[src/rtl/pc_hazard_ctrl_if.sv]
// Fetch/hazard control bundle between the riscv_pipeline datapath and pc_hazard_ctrl.
// The slave modport is the controller side; master is the pipeline (or bench) side.
interface pc_hazard_ctrl_if #(
    parameter int unsigned XLEN  = 32,
    parameter int unsigned CNT_W = 16
);
    logic             imem_ready;
    logic             id_ex_MemRead;
    logic [4:0]       id_ex_rd;
    logic [4:0]       if_id_rs1;
    logic [4:0]       if_id_rs2;
    logic             ex_branch_taken;
    logic [XLEN-1:0]  ex_branch_target;

    logic [XLEN-1:0]  pc_current;
    logic [XLEN-1:0]  pc_plus4;
    logic [XLEN-1:0]  pc_next;
    logic             PCWrite;
    logic             PCSrc;
    logic             IF_ID_Write;
    logic             IF_ID_Flush;
    logic             ID_EX_Flush;
    logic             fetch_valid;
    logic [CNT_W-1:0] stall_count;
    logic [CNT_W-1:0] flush_count;
    logic             fetch_error;

    modport master (
        output imem_ready, id_ex_MemRead, id_ex_rd, if_id_rs1, if_id_rs2,
               ex_branch_taken, ex_branch_target,
        input  pc_current, pc_plus4, pc_next, PCWrite, PCSrc, IF_ID_Write, IF_ID_Flush,
               ID_EX_Flush, fetch_valid, stall_count, flush_count, fetch_error
    );

    modport slave (
        input  imem_ready, id_ex_MemRead, id_ex_rd, if_id_rs1, if_id_rs2,
               ex_branch_taken, ex_branch_target,
        output pc_current, pc_plus4, pc_next, PCWrite, PCSrc, IF_ID_Write, IF_ID_Flush,
               ID_EX_Flush, fetch_valid, stall_count, flush_count, fetch_error
    );
endinterface

[src/rtl/pc_hazard_ctrl.sv]
// Fetch PC owner and hazard sequencer for the 5-stage riscv_pipeline.
// Handles load-use stalls, taken-branch redirects, imem wait states with a
// timeout, and keeps saturating stall/flush counters.
module pc_hazard_ctrl #(
    parameter int unsigned     XLEN         = 32,
    parameter logic [XLEN-1:0] RESET_VECTOR = '0,
    parameter int unsigned     MEM_TIMEOUT  = 16,
    parameter int unsigned     CNT_W        = 16
) (
    input  logic         clk,
    input  logic         reset,
    pc_hazard_ctrl_if.slave bus
);

    // Wide enough to hold MEM_TIMEOUT itself
    localparam int unsigned WCW = $clog2(MEM_TIMEOUT + 1);
    localparam logic [WCW-1:0] WaitLast = WCW'(MEM_TIMEOUT - 1);

    typedef enum logic [1:0] {StBoot, StRun, StWaitMem, StHalt} state_t;

    state_t           state, state_next;
    logic [WCW-1:0]   wait_cnt, wait_cnt_next;

    // Names kept identical to the pipeline top for hierarchical probing
    logic [XLEN-1:0]  pc_current, pc_plus4, pc_next, target;
    logic             PCWrite, PCSrc, IF_ID_Write, IF_ID_Flush, ID_EX_Flush, fetch_valid;
    logic [CNT_W-1:0] stall_count, flush_count;
    logic             fetch_error;

    logic             load_use;
    logic             stall_inc, flush_inc, error_set;

    assign target   = {bus.ex_branch_target[XLEN-1:2], 2'b00};
    assign pc_plus4 = pc_current + XLEN'(4);
    assign pc_next  = PCSrc ? target : pc_plus4;

    assign load_use = bus.id_ex_MemRead && (bus.id_ex_rd != 5'd0) &&
                      ((bus.id_ex_rd == bus.if_id_rs1) || (bus.id_ex_rd == bus.if_id_rs2));

    // Control decode: branch beats load-use beats imem wait beats normal fetch
    always_comb begin
        PCWrite       = 1'b0;
        PCSrc         = 1'b0;
        IF_ID_Write   = 1'b1;
        IF_ID_Flush   = 1'b0;
        ID_EX_Flush   = 1'b0;
        fetch_valid   = 1'b0;
        state_next    = state;
        wait_cnt_next = wait_cnt;
        stall_inc     = 1'b0;
        flush_inc     = 1'b0;
        error_set     = 1'b0;
        if (reset) begin
            IF_ID_Write = 1'b0;
            IF_ID_Flush = 1'b1;
            ID_EX_Flush = 1'b1;
        end else begin
            unique case (state)
                StBoot: begin
                    IF_ID_Flush = 1'b1;
                    state_next  = StRun;
                end
                StRun, StWaitMem: begin
                    if (bus.ex_branch_taken) begin
                        PCSrc         = 1'b1;
                        PCWrite       = 1'b1;
                        IF_ID_Flush   = 1'b1;
                        ID_EX_Flush   = 1'b1;
                        flush_inc     = 1'b1;
                        state_next    = StRun;
                        wait_cnt_next = '0;
                    end else if (load_use) begin
                        // Bubble into EX clears MemRead, so this lasts one cycle
                        IF_ID_Write = 1'b0;
                        ID_EX_Flush = 1'b1;
                        stall_inc   = 1'b1;
                    end else if (!bus.imem_ready) begin
                        IF_ID_Flush   = 1'b1;
                        stall_inc     = 1'b1;
                        wait_cnt_next = wait_cnt + WCW'(1);
                        if (wait_cnt == WaitLast) begin
                            state_next = StHalt;
                            error_set  = 1'b1;
                        end else begin
                            state_next = StWaitMem;
                        end
                    end else begin
                        PCWrite       = 1'b1;
                        fetch_valid   = 1'b1;
                        state_next    = StRun;
                        wait_cnt_next = '0;
                    end
                end
                StHalt: begin
                    IF_ID_Flush = 1'b1;
                    ID_EX_Flush = 1'b1;
                end
                default: ;
            endcase
        end
    end

    // PC, FSM state, wait counter, saturating perf counters and sticky error
    always_ff @(posedge clk or posedge reset) begin
        if (reset) begin
            pc_current  <= RESET_VECTOR;
            state       <= StBoot;
            wait_cnt    <= '0;
            stall_count <= '0;
            flush_count <= '0;
            fetch_error <= 1'b0;
        end else begin
            state    <= state_next;
            wait_cnt <= wait_cnt_next;
            if (PCWrite) begin
                pc_current <= pc_next;
            end
            if (stall_inc && (stall_count != '1)) begin
                stall_count <= stall_count + CNT_W'(1);
            end
            if (flush_inc && (flush_count != '1)) begin
                flush_count <= flush_count + CNT_W'(1);
            end
            if (error_set) begin
                fetch_error <= 1'b1;
            end
        end
    end

    assign bus.pc_current  = pc_current;
    assign bus.pc_plus4    = pc_plus4;
    assign bus.pc_next     = pc_next;
    assign bus.PCWrite     = PCWrite;
    assign bus.PCSrc       = PCSrc;
    assign bus.IF_ID_Write = IF_ID_Write;
    assign bus.IF_ID_Flush = IF_ID_Flush;
    assign bus.ID_EX_Flush = ID_EX_Flush;
    assign bus.fetch_valid = fetch_valid;
    assign bus.stall_count = stall_count;
    assign bus.flush_count = flush_count;
    assign bus.fetch_error = fetch_error;

endmodule
[src/flat_wrapper.sv]
// flat-port wrapper written by rule: the top's interface ports become plain ports
module pc_hazard_ctrl_flat 
#(
    parameter int unsigned     XLEN         = 32,
    parameter logic [XLEN-1:0] RESET_VECTOR = '0,
    parameter int unsigned     MEM_TIMEOUT  = 16,
    parameter int unsigned     CNT_W        = 16
)
  (clk, reset, bus_imem_ready, bus_id_ex_MemRead, bus_id_ex_rd, bus_if_id_rs1, bus_if_id_rs2, bus_ex_branch_taken, bus_ex_branch_target, bus_pc_current, bus_pc_plus4, bus_pc_next, bus_PCWrite, bus_PCSrc, bus_IF_ID_Write, bus_IF_ID_Flush, bus_ID_EX_Flush, bus_fetch_valid, bus_stall_count, bus_flush_count, bus_fetch_error);
  pc_hazard_ctrl_if #(.XLEN(XLEN), .CNT_W(CNT_W)) bus_i ();
  input  logic clk;
  input  logic reset;
  input wire logic [$bits(bus_i.imem_ready)-1:0] bus_imem_ready;
  input wire logic [$bits(bus_i.id_ex_MemRead)-1:0] bus_id_ex_MemRead;
  input wire logic [$bits(bus_i.id_ex_rd)-1:0] bus_id_ex_rd;
  input wire logic [$bits(bus_i.if_id_rs1)-1:0] bus_if_id_rs1;
  input wire logic [$bits(bus_i.if_id_rs2)-1:0] bus_if_id_rs2;
  input wire logic [$bits(bus_i.ex_branch_taken)-1:0] bus_ex_branch_taken;
  input wire logic [$bits(bus_i.ex_branch_target)-1:0] bus_ex_branch_target;
  output wire logic [$bits(bus_i.pc_current)-1:0] bus_pc_current;
  output wire logic [$bits(bus_i.pc_plus4)-1:0] bus_pc_plus4;
  output wire logic [$bits(bus_i.pc_next)-1:0] bus_pc_next;
  output wire logic [$bits(bus_i.PCWrite)-1:0] bus_PCWrite;
  output wire logic [$bits(bus_i.PCSrc)-1:0] bus_PCSrc;
  output wire logic [$bits(bus_i.IF_ID_Write)-1:0] bus_IF_ID_Write;
  output wire logic [$bits(bus_i.IF_ID_Flush)-1:0] bus_IF_ID_Flush;
  output wire logic [$bits(bus_i.ID_EX_Flush)-1:0] bus_ID_EX_Flush;
  output wire logic [$bits(bus_i.fetch_valid)-1:0] bus_fetch_valid;
  output wire logic [$bits(bus_i.stall_count)-1:0] bus_stall_count;
  output wire logic [$bits(bus_i.flush_count)-1:0] bus_flush_count;
  output wire logic [$bits(bus_i.fetch_error)-1:0] bus_fetch_error;
  assign bus_i.imem_ready = bus_imem_ready;
  assign bus_i.id_ex_MemRead = bus_id_ex_MemRead;
  assign bus_i.id_ex_rd = bus_id_ex_rd;
  assign bus_i.if_id_rs1 = bus_if_id_rs1;
  assign bus_i.if_id_rs2 = bus_if_id_rs2;
  assign bus_i.ex_branch_taken = bus_ex_branch_taken;
  assign bus_i.ex_branch_target = bus_ex_branch_target;
  assign bus_pc_current = bus_i.pc_current;
  assign bus_pc_plus4 = bus_i.pc_plus4;
  assign bus_pc_next = bus_i.pc_next;
  assign bus_PCWrite = bus_i.PCWrite;
  assign bus_PCSrc = bus_i.PCSrc;
  assign bus_IF_ID_Write = bus_i.IF_ID_Write;
  assign bus_IF_ID_Flush = bus_i.IF_ID_Flush;
  assign bus_ID_EX_Flush = bus_i.ID_EX_Flush;
  assign bus_fetch_valid = bus_i.fetch_valid;
  assign bus_stall_count = bus_i.stall_count;
  assign bus_flush_count = bus_i.flush_count;
  assign bus_fetch_error = bus_i.fetch_error;
  pc_hazard_ctrl #(.XLEN(XLEN), .RESET_VECTOR(RESET_VECTOR), .MEM_TIMEOUT(MEM_TIMEOUT), .CNT_W(CNT_W)) u_core (.clk(clk), .reset(reset), .bus(bus_i));
endmodule
[config.mk]
export PLATFORM = sky130hd
export DESIGN_NAME = pc_hazard_ctrl_flat
export DESIGN_NICKNAME = d
export VERILOG_FILES = /design/src/rtl/pc_hazard_ctrl_if.sv /design/src/rtl/pc_hazard_ctrl.sv /design/src/flat_wrapper.sv
export SDC_FILE = /design/constraint.sdc
export NUM_CORES = 1
export LEC_CHECK = 0
export ABC_AREA = 1
export BUFFER_PORTS_ARGS = -buffer_cell sky130_fd_sc_hd__buf_2
export CORE_MARGIN = 4
export CORE_UTILIZATION = 46
export CTS_BUF_LIST = sky130_fd_sc_hd__clkbuf_16
export DETAILED_ROUTE_END_ITERATION = 16
export GPL_TIMING_DRIVEN = 0
export PLACE_DENSITY = 0.87
export SYNTH_ARGS = -nofsm -noshare
export SYNTH_HDL_FRONTEND = slang
export SYNTH_SLANG_ARGS = --single-unit
[constraint.sdc]
create_clock -name clk -period 2 [get_ports clk]
set_clock_uncertainty 0.15 [all_clocks]
set_input_delay 0 -clock clk [delete_from_list [all_inputs] [get_ports clk]]
set_output_delay 0 -clock clk [all_outputs]
set_load 0.005 [all_outputs]
==> impl_metrics.py <==
metrics = {
    "power": {
        "power_frac_comb": 0.475,
        "swShare": 0.3974,
        "leakagePower_nw": 4.231,
        "p_sw_mw": 3.126,
        "p_int_mw": 4.741,
        "total_power_mw": 7.867,
        "ir_worst_vdd_v": 0.0006410,
        "seqPwrFrac": 0.302,
        "power_density_nw_per_um2": 996.7,
        "clockPowerShare": 0.222,
    },
    "min_path": {
        "min_path_cells": 4,
        "holdPathEnd": "u_core.bus.pc_current[9]",
        "holdCritPathClass": "input pin to register",
        "min_from": "bus_ex_branch_target[9]",
    },
    "drt": {
        "drt_iter0_drc": 466,
        "drtAntennaViolNets": 0,
        "drt_wl_total_um": 18770,
        "wl_per_cell_um": 15.73,
        "drc": 0,
        "first_pass_iters": 5,
        "num_vias": 6144,
        "viasPerCell": 5.150,
    },
    "place": {
        "gp_congestion": 0.9813,
        "hpwlAfterDp_um": 12200,
        "dp.cells": 1093,
        "port_buffers": 183,
    },
    "critical_path": {
        "cp.required_ns": 1.85,
        "critPathKind": "register to primary output",
        "reg2reg_slack_ns": -0.06,
        "reg2reg_to": "u_core.bus.stall_count[7]",
        "cp_max_fo": 5,
        "start_kind": "register",
        "reg2regPathDepth": 13,
        "worst_ep_arrival_time_ns": 1.99,
        "worstReg2RegStart": "u_core.state[0]",
        "cp-end-kind": "primary output",
    },
    "finish": {
        "multiInputGateArea_um2": 3304,
        "n_fill_cell": 846,
        "nets": 1106,
        "post_route_cells_drive_above_1_share": 0.3964,
        "syn2layout_area_growth_pct": 51.09,
        "seq_area_um2": 1822,
        "fin_cells": 1193,
    },
    "grt": {
        "grt_max_degree": 41,
        "grt_use_total": 0.2599,
        "grt_pass1_wl_um": 27340,
        "grt-ovfl-total": 0,
        "grt_pass1_vias": 5674,
        "antenna_found_initial": 1,
    },
    "synthesis": {
        "ys_seq_area_frac": 0.3449,
        "syn_area_um2": 5224,
        "yosysWarnings": 0,
        "synth.distinct_cells": 36,
        "synthFlopType": "dfrtp_1",
        "syn_nets": 828,
        "synth_edf_count": 0,
        "ys_ff_latch": 72,
        "syn_inst": 769,
        "synthArstFlopShare": 1.000,
        "synth.avg_cell_area_um2": 6.793,
    },
    "sta": {
        "min_period_over_period": 1.069,
        "slew_viol_final": 0,
        "setup_viol": 42,
        "rsz0062_at_grt": "true",
        "hold_viol": 1,
        "worstMarginPinSlew_ns": 0.5620,
        "fmax_mhz": 467.7,
        "fin_crit_ns": 2.138,
        "slew_headroom": 0.6219,
        "setup_slack_ns": -0.1380,
        "holdWs_ns": -0.009248,
    },
    "cts": {
        "cts_tree": "done",
        "cts_buffers": 9,
        "htree_levels": 3,
        "cts_buffer_depth": 2,
        "clock_sinks": 72,
        "clk_latency_ns": 0.33,
        "root_buffer": "clkbuf_16",
        "cts.clk_slew.worst_paths_ns": 0.06,
    },
    "outcome": {
        "status": "complete, but fails checks",
        "violations": "hold timing, setup timing",
    },
    "flow_run": {
        "cap_viol_max_count": 0,
    },
    "floorplanning": {
        "core_um2": 10980,
        "num_rows": 38,
        "dieArea_um2": 13130,
        "dieWidth_um": 114.6,
        "initial_core_util": 0.4756,
        "io_pins": 187,
        "die_y_um": 114.6,
    },
}
-- cell usage in the layout (no fill, tap or decap), types with 4 or more instances in the layout --
master         instances
nand2_1              279
buf_2                179
nor2_1                68
inv_1                 63
dfrtp_1               56
buf_4                 55
nand3_1               45
nand2_2               39
dlygate4sd3_1         27
xor2_1                18
xnor2_1               17
o21ai_0               16
dfrtp_2               16
buf_6                 14
nor2_2                13
inv_2                 11
nand2_4               11
clkbuf_16             11
o21ai_1               10
nor2_4                 9
nand3b_1               9
nand4_1                8
o21ai_2                7
xor2_2                 6
nor3_1                 5
a21boi_4               5
buf_8                  4
nor4_1                 4
a21boi_2               4
ha_1                   4
-- worst max-delay path by stage --
stage | to | slack, ns | cells after the start | from
final | bus_pc_next[28] | -0.14 | 11 | u_core.state[0]
after floorplan | u_core.bus.pc_current[10] | 0.12 | 10 | u_core.state[0]
after detailed placement | u_core.bus.pc_current[7] | -0.35 | 8 | u_core.state[0]
after CTS | bus_pc_next[22] | -0.09 | 11 | u_core.state[0]
after global routing | bus_pc_next[28] | -0.21 | 11 | u_core.state[1]
after global placement | u_core.state[1] | -0.53 | 4 | reset
-- state kept, by name, indices dropped and copies added (netlist names) --
signal / flops
u_core.bus.pc_current: 32
u_core.wait_cnt: 5
u_core.bus.fetch_error: 1
u_core.bus.stall_count: 16
u_core.bus.flush_count: 16
u_core.state: 2
-- layer usage --
layer,wire length [um],up-vias,GRT usage
li1,-,2948,-
met1,7247,2882,0.3064
met2,9734,256,0.4699
met3,1126,56,0.04545
met4,648,2,0.09501
met5,13,-,0
-- critical path, cell delays in order (launching register included) --
cell	delay, ns
dfrtp_1	0.37
inv_2	0.05
ha_4	0.27
inv_4	0.04
nor2_4	0.13
nand2_4	0.11
inv_8	0.10
buf_12	0.14
buf_8	0.12
nand2_1	0.06
nand2_1	0.10
buf_2	0.14
-- synthesized netlist by cell type, types with 6 or more instances --
library cell  count  area, um2
nand3_1          46      230.2
o21ai_1           6      30.03
ha_1              7      87.58
nand3b_1          9      67.56
dfrtp_1          72       1802
a21boi_0          9      67.56
nor2_1           76      285.3
nand4_1           8      50.05
nor2_2            6      37.54
inv_1            72      270.3
inv_2             6      22.52
o21ai_0          23      115.1
xor2_1           19      166.4
nor3_1            6      30.03
nor2_4            8      90.09
buf_2            12      60.06
nand2_2           7      43.79
xnor2_1          17      148.9
nand2_1         317       1190
-- area by class of cell --
cell class,count,share of cell area
well taps,140,0.02219
clock buffers,9,0.02854
multi-input cells,599,0.4187
flip-flops and latches,72,0.2308
plain buffers,20,0.02378
inverters,78,0.03947
clock inverters,7,0.01221
diodes,1,0.0003171
repair buffers,267,0.2240
-- what timing repair did --
action / CTS / global route
buffers inserted: 21 / 31
resized for setup: 66 / 97
gates cloned: 1 / 3
endpoints found under the hold margin: 68 / 0
pin swaps: 4 / 26
hold buffers: 28 / 0
setup endpoints to repair: 96 / 100
-- power by group through the flow --
stage | combinational (mW) | clock, mW | sequential [mW]
floorplan | 1.46 | 0 | 2.28
global placement | 2.63 | 0 | 2.34
detailed placement | 2.68 | 0 | 2.36
CTS | 3.09 | 1.76 | 2.34
global route | 4.08 | 1.83 | 2.44
finish | 3.74 | 1.75 | 2.38
-- cell families after synthesis --
| logic type | count (synthesis) | share of synthesized area |
|---|---|---|
| and+or+nand+nor | 501 | 0.4199 |
| buffers and inverters | 99 | 0.08192 |
| DFF | 72 | 0.3449 |
| AOI/OAI and AO/OA | 48 | 0.05748 |
| xor gates and xnor gates | 42 | 0.07904 |
| adders and majority gates | 7 | 0.01677 |
-- per-stage QoR --
step	setup WS (ns)	TNS (ns)	utilization	instance area [um2]
floorplan	0.1236	0	-	5228
global placement	-0.5311	-12.52	0.5753	6319
detailed placement	-0.3523	-13.11	0.5771	6339
CTS	-0.09396	-1.769	0.6681	7338
global route	-0.2059	-7.583	0.7184	7890
finish	-0.1380	-2.441	0.7186	7893
Power figures use the tool's default switching activity.
